## src/rtl/lc2k_control_fsm_if.sv

```systemverilog
`default_nettype none
// ============================================================================
// Module      : lc2k_control_fsm_if
// Description : Control/handshake bundle between the LC2K multicycle control
//               sequencer and the datapath/memory port.
//               master : the sequencer (drives state, selects, enables,
//                        mem_req/mem_write, halted, error, instr_count)
//               slave  : the datapath side (drives opcode, mem_ready,
//                        branch_eq)
// Revision    : 1.0 - initial release
// ============================================================================
interface lc2k_control_fsm_if #(
    parameter int COUNT_WIDTH = 32
);
    logic [2:0]             opcode;
    logic                   mem_ready;
    logic                   branch_eq;
    logic [2:0]             state;
    logic                   mem_req;
    logic                   mem_write;
    logic                   ir_write;
    logic                   reg_write;
    logic                   write_reg_sel;
    logic [1:0]             write_data_sel;
    logic                   alu_srcb;
    logic [1:0]             alu_op;
    logic                   pc_write;
    logic [1:0]             pc_src;
    logic                   halted;
    logic                   error;
    logic [COUNT_WIDTH-1:0] instr_count;

    modport master (
        input  opcode, mem_ready, branch_eq,
        output state, mem_req, mem_write, ir_write, reg_write, write_reg_sel,
               write_data_sel, alu_srcb, alu_op, pc_write, pc_src, halted,
               error, instr_count
    );

    modport slave (
        output opcode, mem_ready, branch_eq,
        input  state, mem_req, mem_write, ir_write, reg_write, write_reg_sel,
               write_data_sel, alu_srcb, alu_op, pc_write, pc_src, halted,
               error, instr_count
    );
endinterface
`default_nettype wire

```

## src/rtl/lc2k_control_fsm.sv

```systemverilog
`default_nettype none
// ============================================================================
// Module      : lc2k_control_fsm
// Description : Multicycle control sequencer for the LC2K datapath. Steps each
//               instruction through FETCH/DECODE/EXEC/MEM/WB, drives datapath
//               selects/enables per state, handshakes with variable-latency
//               memory, counts retired instructions, optional mem timeout.
// Ports       : clk   - clock, rising edge
//               rst_n - asynchronous active-low reset
//               bus   - lc2k_control_fsm_if.master (opcode, mem_ready,
//                       branch_eq in; state, control outputs, halted, error,
//                       instr_count out)
// Revision    : 1.0 - initial release
// ============================================================================
module lc2k_control_fsm #(
    parameter int          COUNT_WIDTH    = 32,
    parameter int unsigned TIMEOUT_CYCLES = 0
) (
    input  wire logic                 clk,
    input  wire logic                 rst_n,
    lc2k_control_fsm_if.master        bus
);
    typedef enum logic [2:0] {
        S_FETCH  = 3'd0,
        S_DECODE = 3'd1,
        S_EXEC   = 3'd2,
        S_MEM    = 3'd3,
        S_WB     = 3'd4,
        S_HALTED = 3'd5
    } state_t;

    localparam logic [2:0] c_OP_ADD  = 3'd0;
    localparam logic [2:0] c_OP_NOR  = 3'd1;
    localparam logic [2:0] c_OP_LW   = 3'd2;
    localparam logic [2:0] c_OP_SW   = 3'd3;
    localparam logic [2:0] c_OP_BEQ  = 3'd4;
    localparam logic [2:0] c_OP_JALR = 3'd5;
    localparam logic [2:0] c_OP_HALT = 3'd6;

    localparam logic                   c_TIMEOUT_EN   = (TIMEOUT_CYCLES > 0);
    localparam logic [31:0]            c_TIMEOUT_LAST =
        (TIMEOUT_CYCLES > 0) ? 32'(TIMEOUT_CYCLES - 1) : 32'd0;
    localparam logic [COUNT_WIDTH-1:0] c_COUNT_ONE    = COUNT_WIDTH'(1);

    state_t                 r_state;
    state_t                 w_next;
    logic [2:0]             r_opcode;
    logic [COUNT_WIDTH-1:0] r_count;
    logic                   r_error;
    logic [31:0]            r_wait;

    logic       w_retire;
    logic       w_timeout;
    logic       w_tmo_hit;
    logic       w_mem_req;
    logic       w_mem_write;
    logic       w_ir_write;
    logic       w_reg_write;
    logic       w_write_reg_sel;
    logic [1:0] w_write_data_sel;
    logic       w_alu_srcb;
    logic [1:0] w_alu_op;
    logic       w_pc_write;
    logic [1:0] w_pc_src;
    logic       w_halted;

    // This cycle would be the TIMEOUT_CYCLES-th consecutive unanswered cycle.
    assign w_tmo_hit = c_TIMEOUT_EN && (r_wait == c_TIMEOUT_LAST);

    always_ff @(posedge clk or negedge rst_n) begin
        if (!rst_n) begin
            r_state  <= S_FETCH;
            r_opcode <= 3'd7;
            r_count  <= '0;
            r_error  <= 1'b0;
            r_wait   <= '0;
        end else begin
            r_state <= w_next;
            if (r_state == S_DECODE) begin
                r_opcode <= bus.opcode;
            end
            if (w_retire) begin
                r_count <= r_count + c_COUNT_ONE;
            end
            if (w_timeout) begin
                r_error <= 1'b1;
            end
            // Clearing on any state change covers entry to FETCH and MEM.
            if ((w_next != r_state) || bus.mem_ready) begin
                r_wait <= '0;
            end else if (w_mem_req) begin
                r_wait <= r_wait + 32'd1;
            end
        end
    end

    always_comb begin
        w_next           = r_state;
        w_retire         = 1'b0;
        w_timeout        = 1'b0;
        w_mem_req        = 1'b0;
        w_mem_write      = 1'b0;
        w_ir_write       = 1'b0;
        w_reg_write      = 1'b0;
        w_write_reg_sel  = 1'b0;
        w_write_data_sel = 2'd0;
        w_alu_srcb       = 1'b0;
        w_alu_op         = 2'd0;
        w_pc_write       = 1'b0;
        w_pc_src         = 2'd0;
        w_halted         = 1'b0;
        // Outputs are forced quiet while reset is asserted so mem_req drops
        // the instant rst_n falls, not at the next edge.
        if (rst_n) begin
            case (r_state)
                S_FETCH: begin
                    w_mem_req = 1'b1;
                    if (bus.mem_ready) begin
                        w_ir_write = 1'b1;
                        w_next     = S_DECODE;
                    end else if (w_tmo_hit) begin
                        w_timeout = 1'b1;
                        w_next    = S_HALTED;
                    end
                end
                S_DECODE: begin
                    w_next = S_EXEC;
                end
                S_EXEC: begin
                    case (r_opcode)
                        c_OP_ADD, c_OP_NOR: begin
                            w_alu_srcb = 1'b1;
                            w_alu_op   = (r_opcode == c_OP_NOR) ? 2'd1 : 2'd0;
                            w_next     = S_WB;
                        end
                        c_OP_LW, c_OP_SW: begin
                            w_next = S_MEM;
                        end
                        c_OP_BEQ: begin
                            w_alu_srcb = 1'b1;
                            w_alu_op   = 2'd2;
                            w_pc_write = 1'b1;
                            w_pc_src   = bus.branch_eq ? 2'd1 : 2'd0;
                            w_retire   = 1'b1;
                            w_next     = S_FETCH;
                        end
                        c_OP_JALR: begin
                            w_reg_write      = 1'b1;
                            w_write_data_sel = 2'd2;
                            w_pc_write       = 1'b1;
                            w_pc_src         = 2'd2;
                            w_retire         = 1'b1;
                            w_next           = S_FETCH;
                        end
                        c_OP_HALT: begin
                            w_pc_write = 1'b1;
                            w_retire   = 1'b1;
                            w_next     = S_HALTED;
                        end
                        default: begin
                            w_pc_write = 1'b1;
                            w_retire   = 1'b1;
                            w_next     = S_FETCH;
                        end
                    endcase
                end
                S_MEM: begin
                    w_mem_req   = 1'b1;
                    w_mem_write = (r_opcode == c_OP_SW);
                    if (bus.mem_ready) begin
                        if (r_opcode == c_OP_SW) begin
                            w_pc_write = 1'b1;
                            w_retire   = 1'b1;
                            w_next     = S_FETCH;
                        end else begin
                            w_next = S_WB;
                        end
                    end else if (w_tmo_hit) begin
                        w_timeout = 1'b1;
                        w_next    = S_HALTED;
                    end
                end
                S_WB: begin
                    w_reg_write = 1'b1;
                    w_pc_write  = 1'b1;
                    w_retire    = 1'b1;
                    w_next      = S_FETCH;
                    // Only add/nor/lw reach WB; lw uses the zero defaults.
                    if (r_opcode != c_OP_LW) begin
                        w_write_reg_sel  = 1'b1;
                        w_write_data_sel = 2'd1;
                        w_alu_srcb       = 1'b1;
                        w_alu_op         = (r_opcode == c_OP_NOR) ? 2'd1 : 2'd0;
                    end
                end
                S_HALTED: begin
                    w_halted = 1'b1;
                end
                default: begin
                    w_next = S_FETCH;
                end
            endcase
        end
    end

    assign bus.state          = r_state;
    assign bus.mem_req        = w_mem_req;
    assign bus.mem_write      = w_mem_write;
    assign bus.ir_write       = w_ir_write;
    assign bus.reg_write      = w_reg_write;
    assign bus.write_reg_sel  = w_write_reg_sel;
    assign bus.write_data_sel = w_write_data_sel;
    assign bus.alu_srcb       = w_alu_srcb;
    assign bus.alu_op         = w_alu_op;
    assign bus.pc_write       = w_pc_write;
    assign bus.pc_src         = w_pc_src;
    assign bus.halted         = w_halted;
    assign bus.error          = r_error;
    assign bus.instr_count    = r_count;
endmodule
`default_nettype wire

```

## src/flat_wrapper.sv

```systemverilog
// flat-port wrapper written by rule: the top's interface ports become plain ports
module lc2k_control_fsm_flat 
#(
    parameter int          COUNT_WIDTH    = 32,
    parameter int unsigned TIMEOUT_CYCLES = 0
)
  (clk, rst_n, bus_opcode, bus_mem_ready, bus_branch_eq, bus_state, bus_mem_req, bus_mem_write, bus_ir_write, bus_reg_write, bus_write_reg_sel, bus_write_data_sel, bus_alu_srcb, bus_alu_op, bus_pc_write, bus_pc_src, bus_halted, bus_error, bus_instr_count);
  lc2k_control_fsm_if #(.COUNT_WIDTH(COUNT_WIDTH)) bus_i ();
  input  wire logic clk;
  input  wire logic rst_n;
  input wire logic [$bits(bus_i.opcode)-1:0] bus_opcode;
  input wire logic [$bits(bus_i.mem_ready)-1:0] bus_mem_ready;
  input wire logic [$bits(bus_i.branch_eq)-1:0] bus_branch_eq;
  output wire logic [$bits(bus_i.state)-1:0] bus_state;
  output wire logic [$bits(bus_i.mem_req)-1:0] bus_mem_req;
  output wire logic [$bits(bus_i.mem_write)-1:0] bus_mem_write;
  output wire logic [$bits(bus_i.ir_write)-1:0] bus_ir_write;
  output wire logic [$bits(bus_i.reg_write)-1:0] bus_reg_write;
  output wire logic [$bits(bus_i.write_reg_sel)-1:0] bus_write_reg_sel;
  output wire logic [$bits(bus_i.write_data_sel)-1:0] bus_write_data_sel;
  output wire logic [$bits(bus_i.alu_srcb)-1:0] bus_alu_srcb;
  output wire logic [$bits(bus_i.alu_op)-1:0] bus_alu_op;
  output wire logic [$bits(bus_i.pc_write)-1:0] bus_pc_write;
  output wire logic [$bits(bus_i.pc_src)-1:0] bus_pc_src;
  output wire logic [$bits(bus_i.halted)-1:0] bus_halted;
  output wire logic [$bits(bus_i.error)-1:0] bus_error;
  output wire logic [$bits(bus_i.instr_count)-1:0] bus_instr_count;
  assign bus_i.opcode = bus_opcode;
  assign bus_i.mem_ready = bus_mem_ready;
  assign bus_i.branch_eq = bus_branch_eq;
  assign bus_state = bus_i.state;
  assign bus_mem_req = bus_i.mem_req;
  assign bus_mem_write = bus_i.mem_write;
  assign bus_ir_write = bus_i.ir_write;
  assign bus_reg_write = bus_i.reg_write;
  assign bus_write_reg_sel = bus_i.write_reg_sel;
  assign bus_write_data_sel = bus_i.write_data_sel;
  assign bus_alu_srcb = bus_i.alu_srcb;
  assign bus_alu_op = bus_i.alu_op;
  assign bus_pc_write = bus_i.pc_write;
  assign bus_pc_src = bus_i.pc_src;
  assign bus_halted = bus_i.halted;
  assign bus_error = bus_i.error;
  assign bus_instr_count = bus_i.instr_count;
  lc2k_control_fsm #(.COUNT_WIDTH(COUNT_WIDTH), .TIMEOUT_CYCLES(TIMEOUT_CYCLES)) u_core (.clk(clk), .rst_n(rst_n), .bus(bus_i));
endmodule
```

## config.mk

```make
export PLATFORM = sky130hd
export DESIGN_NAME = lc2k_control_fsm_flat
export DESIGN_NICKNAME = d
export VERILOG_FILES = /design/src/rtl/lc2k_control_fsm_if.sv /design/src/rtl/lc2k_control_fsm.sv /design/src/flat_wrapper.sv
export SDC_FILE = /design/constraint.sdc
export NUM_CORES = 1
export LEC_CHECK = 0
export ABC_AREA = 1
export CORE_ASPECT_RATIO = 0.6
export CORE_UTILIZATION = 36
export CTS_BUF_LIST = sky130_fd_sc_hd__clkbuf_16
export DETAILED_ROUTE_END_ITERATION = 16
export GPL_ROUTABILITY_DRIVEN = 0
export GPL_TIMING_DRIVEN = 0
export SYNTH_ARGS = -nofsm -noshare
export SYNTH_HDL_FRONTEND = slang
export SYNTH_SLANG_ARGS = --single-unit
```

## constraint.sdc

```tcl
create_clock -name clk -period 1.6 [get_ports clk]
set_clock_uncertainty 0.2 [all_clocks]
set_input_delay 0.32 -clock clk [delete_from_list [all_inputs] [get_ports clk]]
set_output_delay 0.32 -clock clk [all_outputs]
set_load 0.01 [all_outputs]
```

==> results of run 1 <==
repair_timing:
item | CTS | global route
gates cloned | 3 | 2
resized for setup | 155 | 40
hold endpoints to repair | 38 | 0
setup endpoints to repair | 86 | 68
hold buffers | 2 | 0
setup buffers | 48 | 13
pin swaps | 16 | 15
state kept, by name (all words and copies together) (netlist names):
| name | cells |
|---|---|
| u_core.bus.instr_count | 32 |
| u_core.bus.state | 3 |
| u_core.r_opcode | 3 |
cell families after synthesis:
| group | Yosys count | synth area share, % |
|---|---|---|
| AO/OA/AOI/OAI | 22 | 5.20 |
| other | 1 | 0.139 |
| adder cells (fa/ha/maj) | 1 | 0.465 |
| flip-flops | 38 | 35.5 |
| AND/OR/NAND/NOR | 267 | 45.7 |
| buffers and inverters | 44 | 7.85 |
| XOR/XNOR | 16 | 5.20 |
path summary, 6_finish.rpt:
| check | from | endpoint |
|---|---|---|
| max in group asynchronous | rst_n | u_core.bus.instr_count[15]$_DFFE_PN0P_ |
| setup / recovery | u_core.r_opcode[2]$_DFFE_PN1P_ | bus_pc_write |
| hold / removal | rst_n | u_core.bus.state[2]$_DFFE_PN0P_ |
| min in group clk | rst_n | u_core.bus.instr_count[18]$_DFFE_PN0P_ |
| hold reg to reg | u_core.bus.instr_count[31]$_DFFE_PN0P_ | u_core.bus.instr_count[31]$_DFFE_PN0P_ |
| setup reg to reg | u_core.r_opcode[2]$_DFFE_PN1P_ | u_core.bus.instr_count[13]$_DFFE_PN0P_ |
per-stage QoR:
stage | worst slack (ns) | TNS (ns) | power [W]
5_1_grt | -0.522 | -16.70 | 0.00596
3_3_place_gp | -2.65 | -136.85 | 0.00338
3_5_place_dp | -1.56 | -45.17 | 0.00341
4_1_cts | -0.476 | -9.90 | 0.00509
2_1_floorplan | -0.0584 | -0.204 | 0.00266
6_report | -0.474 | -14.11 | 0.00566
cell usage after synthesis, drive strengths merged:
master	count
o21ai	13
a31oi	1
nand4	8
or2	1
dfstp	3
inv	36
nor2	60
nand3b	3
nand3	29
clkbuf	1
nor3	6
and2	2
a21oi	6
ha	1
conb	1
dfrtp	35
a21boi	1
buf	7
a31o	1
and3	1
xnor2	8
xor2	8
nand2	157
report_power, final:
group          switching [W]  internal [W]
clock network       0.000390      0.000561
registers           0.000269       0.00118
logic                0.00169       0.00156
area by class of cell:
cell class | instances | area [um2]
plain buffers | 8 | 95.1
clock buffers | 5 | 125
clock inverters | 3 | 11.3
fillers | 605 | 2540
inverters | 36 | 148
multi-input cells | 307 | 1800
flip-flops and latches | 38 | 967
well taps | 100 | 125
repair buffers | 123 | 1120
routing by layer:
metal | wire length [um] | vias up | part of all wire, % | GRT usage, %
met4 | 119 | 0 | 1.2 | 6.09
met2 | 3950 | 126 | 41 | 36.1
li1 | - | 1488 | - | -
met1 | 4670 | 1451 | 49 | 36.9
met3 | 815 | 17 | 8.5 | 6.99
met5 | 0 | - | 0 | 0
==> results.toml, run 1 <==
[run_status]
violations = "negative setup slack"
status = "finished, violations left"

[sta]
slew_headroom_pct = 35.6
period_minus_slack_ns = 2.07
rsz0062_at_grt = "true"
timing.fmax_ghz = 0.482
drv_slew = 0
period_share_pct = 130
tightest_slew_ns = 0.966
worst_hold_slack_ns = 0.156
finalSetupViolations = 47
final.setup.worst_slack_ns = -0.474
hold_viol = 0

[worst_hold_path]
min_path_type = "in -> async"

[routing]
first_pass_iters = 7
drt-vias-per-instance = 4.97
final_antenna_net_count = 0
drtIter0Drc = 266
post-route-drc-count = 0
via_count = 3082
routed_wirelength_um = 9550
wl_per_cell_um = 15.4

[place]
port_buffers = 55
place_area_mm2 = 0.00346
dp_hpwl_um = 6130
numPlacedInstances = 544

[power_and_ir_drop]
p_leak_nw = 2.13
power_density_mw_per_mm2 = 1290
ir_drop_mv = 0.713

[logic_synthesis]
synth_nets = 397
ys_seq_area_share_pct = 35.5
syn_inst = 389
yosys-top-cells-area = "dfrtp_1 (33%), nand2_1 (21%), nor2_1 (7.0%)"
synth_cell_type_count = 38
yosysTopAreaCell = "dfrtp_1"
synth-seq-cells = 38
yosys_warnings = 0
synth_area_per_cell_um2 = 6.92
syn_area_mm2 = 0.00269
yosysTopAreaCellShare_pct = 32.5

[worst_setup_path]
crit_fanout = 4
cp_cell_sequence = "inv_4, nand4_1, nor2_4, nor2_4, nor2_8, buf_6, buf_6"
cp.required_ns = 1.08
crit_type = "reg -> out"
cp.arrival_ns = 1.55
crit_path_end_kind = "output port"
crit_cells = 7
worst_path_max_delay_cell = "dfstp_2"
r2r_slack_ns = -0.33
rr_worst_depth = 9
cp_slowest_stage_delay_ns = 0.58
critPathTopFamily = "flip-flops"
setup.worst_path.start_class = "flip-flop"
crit_buf_inv = 3

[global_route]
antenna_found_initial = 0
gr-usage-all-layers_pct = 25.2
grt_start_max_net_pins = 20
grt_pass1_wl_um = 14600
first_global_vias = 2815
grt_overflow = 0

[cts]
cts_tree = "done"
insertion_delay_ns = 0.29
clockBufferDepth = 2
cts_buffers = 5
clock-sinks = 38
clkTransAtPathRegs_ns = 0.06
htreeDepth = 2
cts-root-buf = "clkbuf_16"

[floorplan]
fp.dieW_um = 114
pin_count = 57
die_area_mm2 = 0.00784
floorplan.initialDensity_pct = 38.8
rows = 23
die_h_um = 69.0
core_mm2 = 0.00694

[cells_and_area]
final_common_cell = "nand2_1"
final_nets = 527
area_growth_pct = 63.2
final_cell_mix = "nand2_1 (145), buf_4 (51), nor2_1 (37), dlygate4sd2_1 (32), inv_1 (30)"
utilization_pct = 63.4
final_cells = 620
antenna-diode-count = 0
final_area_mm2 = 0.00439
drive_gt1_share_pct = 36.0

[flow_run]
drv_cap = 0
No activity file was read; power rests on OpenSTA's default activity.
==> inputs of run 2 (changes only) <==
--- a/config.mk
+++ b/config.mk
@@ -7,11 +7,12 @@
 export LEC_CHECK = 0
 export ABC_AREA = 1
 export CORE_ASPECT_RATIO = 0.6
-export CORE_UTILIZATION = 36
+export CORE_UTILIZATION = 52
 export CTS_BUF_LIST = sky130_fd_sc_hd__clkbuf_16
 export DETAILED_ROUTE_END_ITERATION = 16
 export GPL_ROUTABILITY_DRIVEN = 0
 export GPL_TIMING_DRIVEN = 0
+export PLACE_DENSITY = 0.81
 export SYNTH_ARGS = -nofsm -noshare
 export SYNTH_HDL_FRONTEND = slang
 export SYNTH_SLANG_ARGS = --single-unit
==> constraint.sdc (replaced) <==
create_clock -name clk -period 2.34 [get_ports clk]
set_clock_uncertainty 0.2 [all_clocks]
set_input_delay 0.468 -clock clk [delete_from_list [all_inputs] [get_ports clk]]
set_output_delay 0.468 -clock clk [all_outputs]
set_load 0.01 [all_outputs]
==> results.toml, run 2 (synthesized netlist as in run 1, its figures left out) <==
[run_status]
status = "finished, final reports clean"

[worst_setup_path]
cp.required_ns = 1.67
crit_path_end_kind = "output port"
worst_path_max_delay_cell = "dfstp_2"
cp.arrival_ns = 1.63
crit_type = "reg -> out"
cp_slowest_stage_delay_ns = 0.57
crit_fanout = 5
cp_cell_sequence = "inv_1, nor2_2, nand3_1, a21oi_1, dlygate4sd2_1"
setup.worst_path.start_class = "flip-flop"

[routing]
routed_wirelength_um = 7980
drtIter0Drc = 294
first_pass_iters = 5
final_antenna_net_count = 0
post-route-drc-count = 0
via_count = 2857
wl_per_cell_um = 15.1
drt-vias-per-instance = 5.42

[floorplan]
die_h_um = 57.7
core_mm2 = 0.00478
floorplan.initialDensity_pct = 56.3
rows = 19
fp.dieW_um = 94.9
pin_count = 57
die_area_mm2 = 0.00548

[global_route]
gr-usage-all-layers_pct = 31.7
grt_pass1_wl_um = 12900
first_global_vias = 2562
grt_start_max_net_pins = 20
antenna_found_initial = 0
grt_overflow = 0

[cts]
cts_tree = "done"
clock-sinks = 38
htreeDepth = 2
insertion_delay_ns = 0.28
cts-root-buf = "clkbuf_16"
clkTransAtPathRegs_ns = 0.06
clockBufferDepth = 2
cts_buffers = 5

[cells_and_area]
largest_register_ffs = 32
utilization_pct = 76.6
antenna-diode-count = 0
final_cell_mix = "nand2_1 (151), nor2_1 (47), clkdlybuf4s50_1 (39), inv_1 (32), dfrtp_1 (32)"
area_growth_pct = 35.9
drive_gt1_share_pct = 17.7
final_common_cell = "nand2_1"
final_nets = 471

[sta]
slew_headroom_pct = 39.4
tightest_slew_ns = 0.907
hold_viol = 0
period_share_pct = 98.4
period_minus_slack_ns = 2.30
rsz0062_at_grt = "true"
finalSetupViolations = 0
drv_slew = 0
timing.fmax_ghz = 0.434
setup_tns_ns = 0

[place]
port_buffers = 55
dp_hpwl_um = 5760

[power_and_ir_drop]
p_leak_nw = 1.62
ir_drop_mv = 0.694
power_density_mw_per_mm2 = 849

[flow_run]
drv_cap = 0

[worst_hold_path]
min_path_type = "reg -> reg"
## run 2: final timing paths
| kind | from | endpoint | slack, ns | cells after the start |
|---|---|---|---|---|
| min in group asynchronous | rst_n | u_core.bus.instr_count[23]$_DFFE_PN0P_ | 0.60 | 2 |
| min reg2reg | u_core.bus.instr_count[31]$_DFFE_PN0P_ | u_core.bus.instr_count[31]$_DFFE_PN0P_ | 0.30 | 2 |
| max in group asynchronous | rst_n | u_core.bus.state[2]$_DFFE_PN0P_ | 0.66 | 2 |
| max | u_core.r_opcode[0]$_DFFE_PN1P_ | bus_alu_op[0] | 0.04 | 5 |
| max reg2reg | u_core.r_opcode[2]$_DFFE_PN1P_ | u_core.bus.instr_count[28]$_DFFE_PN0P_ | 0.39 | 9 |
| min | u_core.bus.instr_count[31]$_DFFE_PN0P_ | u_core.bus.instr_count[31]$_DFFE_PN0P_ | 0.30 | 2 |
## run 2: power by group
group	switching, W	total [W]	internal (W)
Combinational	0.000815	0.00145	0.000637
Clock	0.000263	0.000648	0.000385
Sequential	0.000201	0.00101	0.000806
Total	0.00128	0.00311	0.00183
## run 2: worst max-delay path: cells and delay by family, from the launching register on
family,cells,cell delay [ns]
buf+inv,2,0.40
flops,1,0.57
compound gates,1,0.15
simple gates,2,0.23
## run 2: stage by stage
stage / hold slack [ns] / area, um2 / power [W] / instances / setup WS [ns]
2_1_floorplan: -0.0276 / 2690 / 0.00173 / 389 / 0.275
3_3_place_gp: 0.295 / 3320 / 0.00218 / 507 / -2.23
3_5_place_dp: 0.296 / 3320 / 0.00221 / 507 / -1.24
4_1_cts: 0.309 / 3640 / 0.00301 / 526 / -0.0589
5_1_grt: 0.344 / 3660 / 0.00327 / 527 / -0.0504
6_report: 0.305 / 3660 / 0.00311 / 527 / 0.0371
## run 2: cell type report
class | instances | area, um2
multi-input combinational | 307 | 1580
inverter | 36 | 141
fill | 354 | 1120
clock inverter | 3 | 12.5
tap | 63 | 78.8
clock buffer | 5 | 125
buffer | 7 | 75.1
timing repair buffer | 68 | 683
sequential | 38 | 958
## run 2: per-layer routing
layer	part of all wire (%)	global-route usage [%]
met5	0	0
met4	1.3	6.49
met3	12	7.87
met2	39	42.5
met1	48	50.5
## run 2: what timing repair did
| action | 4_1_cts | 5_1_grt |
|---|---|---|
| buffers inserted | 8 | 2 |
| setup endpoints to repair | 14 | 9 |
| hold buffers | 2 | 0 |
| gates cloned | 1 | 0 |
| hold endpoints to repair | 38 | 0 |
| gates resized for setup | 51 | 12 |
| pin swaps | 3 | 4 |
==> inputs of run 3 (changes only) <==
--- a/config.mk
+++ b/config.mk
@@ -7,12 +7,13 @@
 export LEC_CHECK = 0
 export ABC_AREA = 1
 export CORE_ASPECT_RATIO = 0.6
-export CORE_UTILIZATION = 52
-export CTS_BUF_LIST = sky130_fd_sc_hd__clkbuf_16
+export CORE_UTILIZATION = 57
+export CTS_BUF_LIST = sky130_fd_sc_hd__clkbuf_4 sky130_fd_sc_hd__clkbuf_8
 export DETAILED_ROUTE_END_ITERATION = 16
 export GPL_ROUTABILITY_DRIVEN = 0
 export GPL_TIMING_DRIVEN = 0
-export PLACE_DENSITY = 0.81
+export PLACE_DENSITY = 0.88
+export SKIP_LAST_GASP = 1
 export SYNTH_ARGS = -nofsm -noshare
 export SYNTH_HDL_FRONTEND = slang
 export SYNTH_SLANG_ARGS = --single-unit
==> constraint.sdc (replaced) <==
create_clock -name clk -period 2.7 [get_ports clk]
set_clock_uncertainty 0.2 [all_clocks]
set_input_delay 0.54 -clock clk [delete_from_list [all_inputs] [get_ports clk]]
set_output_delay 0.54 -clock clk [all_outputs]
set_load 0.01 [all_outputs]
==> results.toml, run 3 (synthesized netlist as in run 1, its figures left out) <==
[worst_hold_path]
min_path_type = "reg -> reg"

[global_route]
antenna_found_initial = 0
gr-usage-all-layers_pct = 32.7
grt_start_max_net_pins = 20
grt_overflow = 0
first_global_vias = 2505
grt_pass1_wl_um = 12600

[floorplan]
floorplan.initialDensity_pct = 62.3
pin_count = 57
die_area_mm2 = 0.00501
fp.dieW_um = 90.7
core_mm2 = 0.00432
die_h_um = 55.2
rows = 18

[routing]
wl_per_cell_um = 15.2
post-route-drc-count = 0
drtIter0Drc = 231
routed_wirelength_um = 7880
final_antenna_net_count = 0
via_count = 2846
drt-vias-per-instance = 5.47
first_pass_iters = 5

[place]
dp_hpwl_um = 5730
port_buffers = 55
pre_cts_slack_ns = -0.945

[worst_setup_path]
cp.arrival_ns = 1.94
cp.required_ns = 1.96
crit_fanout = 6
setup.worst_path.start_class = "flip-flop"
crit_path_end_kind = "output port"
crit_type = "reg -> out"

[sta]
tightest_slew_ns = 0.799
final.setup.worst_slack_ns = 0.0163
drv_slew = 0
timing.fmax_ghz = 0.373
slew_headroom_pct = 46.6
setup_tns_ns = 0
hold_viol = 0
finalSetupViolations = 0
rsz0062_at_grt = "true"
period_share_pct = 99.4
period_minus_slack_ns = 2.68

[cts]
cts_tree = "done"
cts-root-buf = "clkbuf_8"
clkTransAtPathRegs_ns = 0.07
cts_buffers = 5
clock-sinks = 38
insertion_delay_ns = 0.29
htreeDepth = 2
clockBufferDepth = 2

[power_and_ir_drop]
power_density_mw_per_mm2 = 686
p_leak_nw = 1.59
finalPower_w = 0.00244
ir_drop_mv = 0.645

[cells_and_area]
regArea_um2 = 958
largest_register_ffs = 32
final_nets = 468
num-fill-cells = 301
drive_gt1_share_pct = 15.2
utilization_pct = 82.3
final_cell_mix = "nand2_1 (151), nor2_1 (48), clkdlybuf4s50_1 (48), inv_1 (32), dfrtp_1 (32)"
area_growth_pct = 32.2
multi_input_area_mm2 = 0.00155
antenna-diode-count = 0
final_common_cell = "nand2_1"

[run_status]
status = "finished, final reports clean"

[flow_run]
drv_cap = 0
## run 3: final timing paths
check                      slack, ns                                    from  depth (start not counted)                                endpoint
setup reg to reg                0.78   u_core.bus.instr_count[1]$_DFFE_PN0P_                         10  u_core.bus.instr_count[30]$_DFFE_PN0P_
hold reg to reg                 0.31  u_core.bus.instr_count[31]$_DFFE_PN0P_                          2  u_core.bus.instr_count[31]$_DFFE_PN0P_
hold / removal                  0.31  u_core.bus.instr_count[31]$_DFFE_PN0P_                          2  u_core.bus.instr_count[31]$_DFFE_PN0P_
setup / recovery                0.02         u_core.bus.state[0]$_DFFE_PN0P_                          5                   bus_write_data_sel[0]
max in group asynchronous       1.13                                   rst_n                          2   u_core.bus.instr_count[4]$_DFFE_PN0P_
min in group asynchronous       0.58                                   rst_n                          2         u_core.bus.state[1]$_DFFE_PN0P_
## run 3: power breakdown
| group | switching, W | total, W | internal (W) | leakage, nW |
|---|---|---|---|---|
| combinational | 0.000653 | 0.00116 | 0.000508 | 1.05 |
| clock | 0.000195 | 0.000393 | 0.000198 | 0.0452 |
| sequential | 0.000190 | 0.000888 | 0.000699 | 0.498 |
## run 3: stage by stage
stage	hold WS, ns	instance area [um2]	instances
after global routing	0.367	3560	520
final	0.307	3560	520
after detailed placement	0.301	3310	504
after global placement	0.293	3320	504
after CTS	0.318	3530	518
after floorplan	0.0444	2690	389
## run 3: final cells by class
| type | count | area share, % |
|---|---|---|
| timing repair buffer | 64 | 18.9 |
| sequential | 38 | 26.9 |
| tap | 60 | 2.11 |
| multi-input combinational | 307 | 43.5 |
| inverter | 36 | 3.79 |
| clock buffer | 7 | 2.35 |
| buffer | 8 | 2.42 |
## run 3: layer usage
layer / global-route usage (%) / vias up / part of all wire [%]
met2: 44.2 / 162 / 41
li1: - / 1359 / -
met3: 7.30 / 9 / 12
met4: 7.83 / 0 / 0.88
met5: 0 / - / 0
met1: 52.0 / 1316 / 47
## run 3: critical path, stage by stage (launching register included)
cell and delay, ns:
dfrtp_2 0.47, nor2_2 0.15, nand2_2 0.13, a31o_2 0.26, nor2_1 0.09, clkdlybuf4s50_1 0.55
## run 3: timing repair
| action | 4_1_cts | 5_1_grt |
|---|---|---|
| buffers inserted | 3 | 2 |
| endpoints found under the setup margin | 14 | 8 |
| endpoints found under the hold margin | 35 | 0 |
| pin swaps | 2 | 0 |
| cloned | 1 | 0 |
| hold buffers | 3 | 0 |
| gates resized for setup | 19 | 6 |
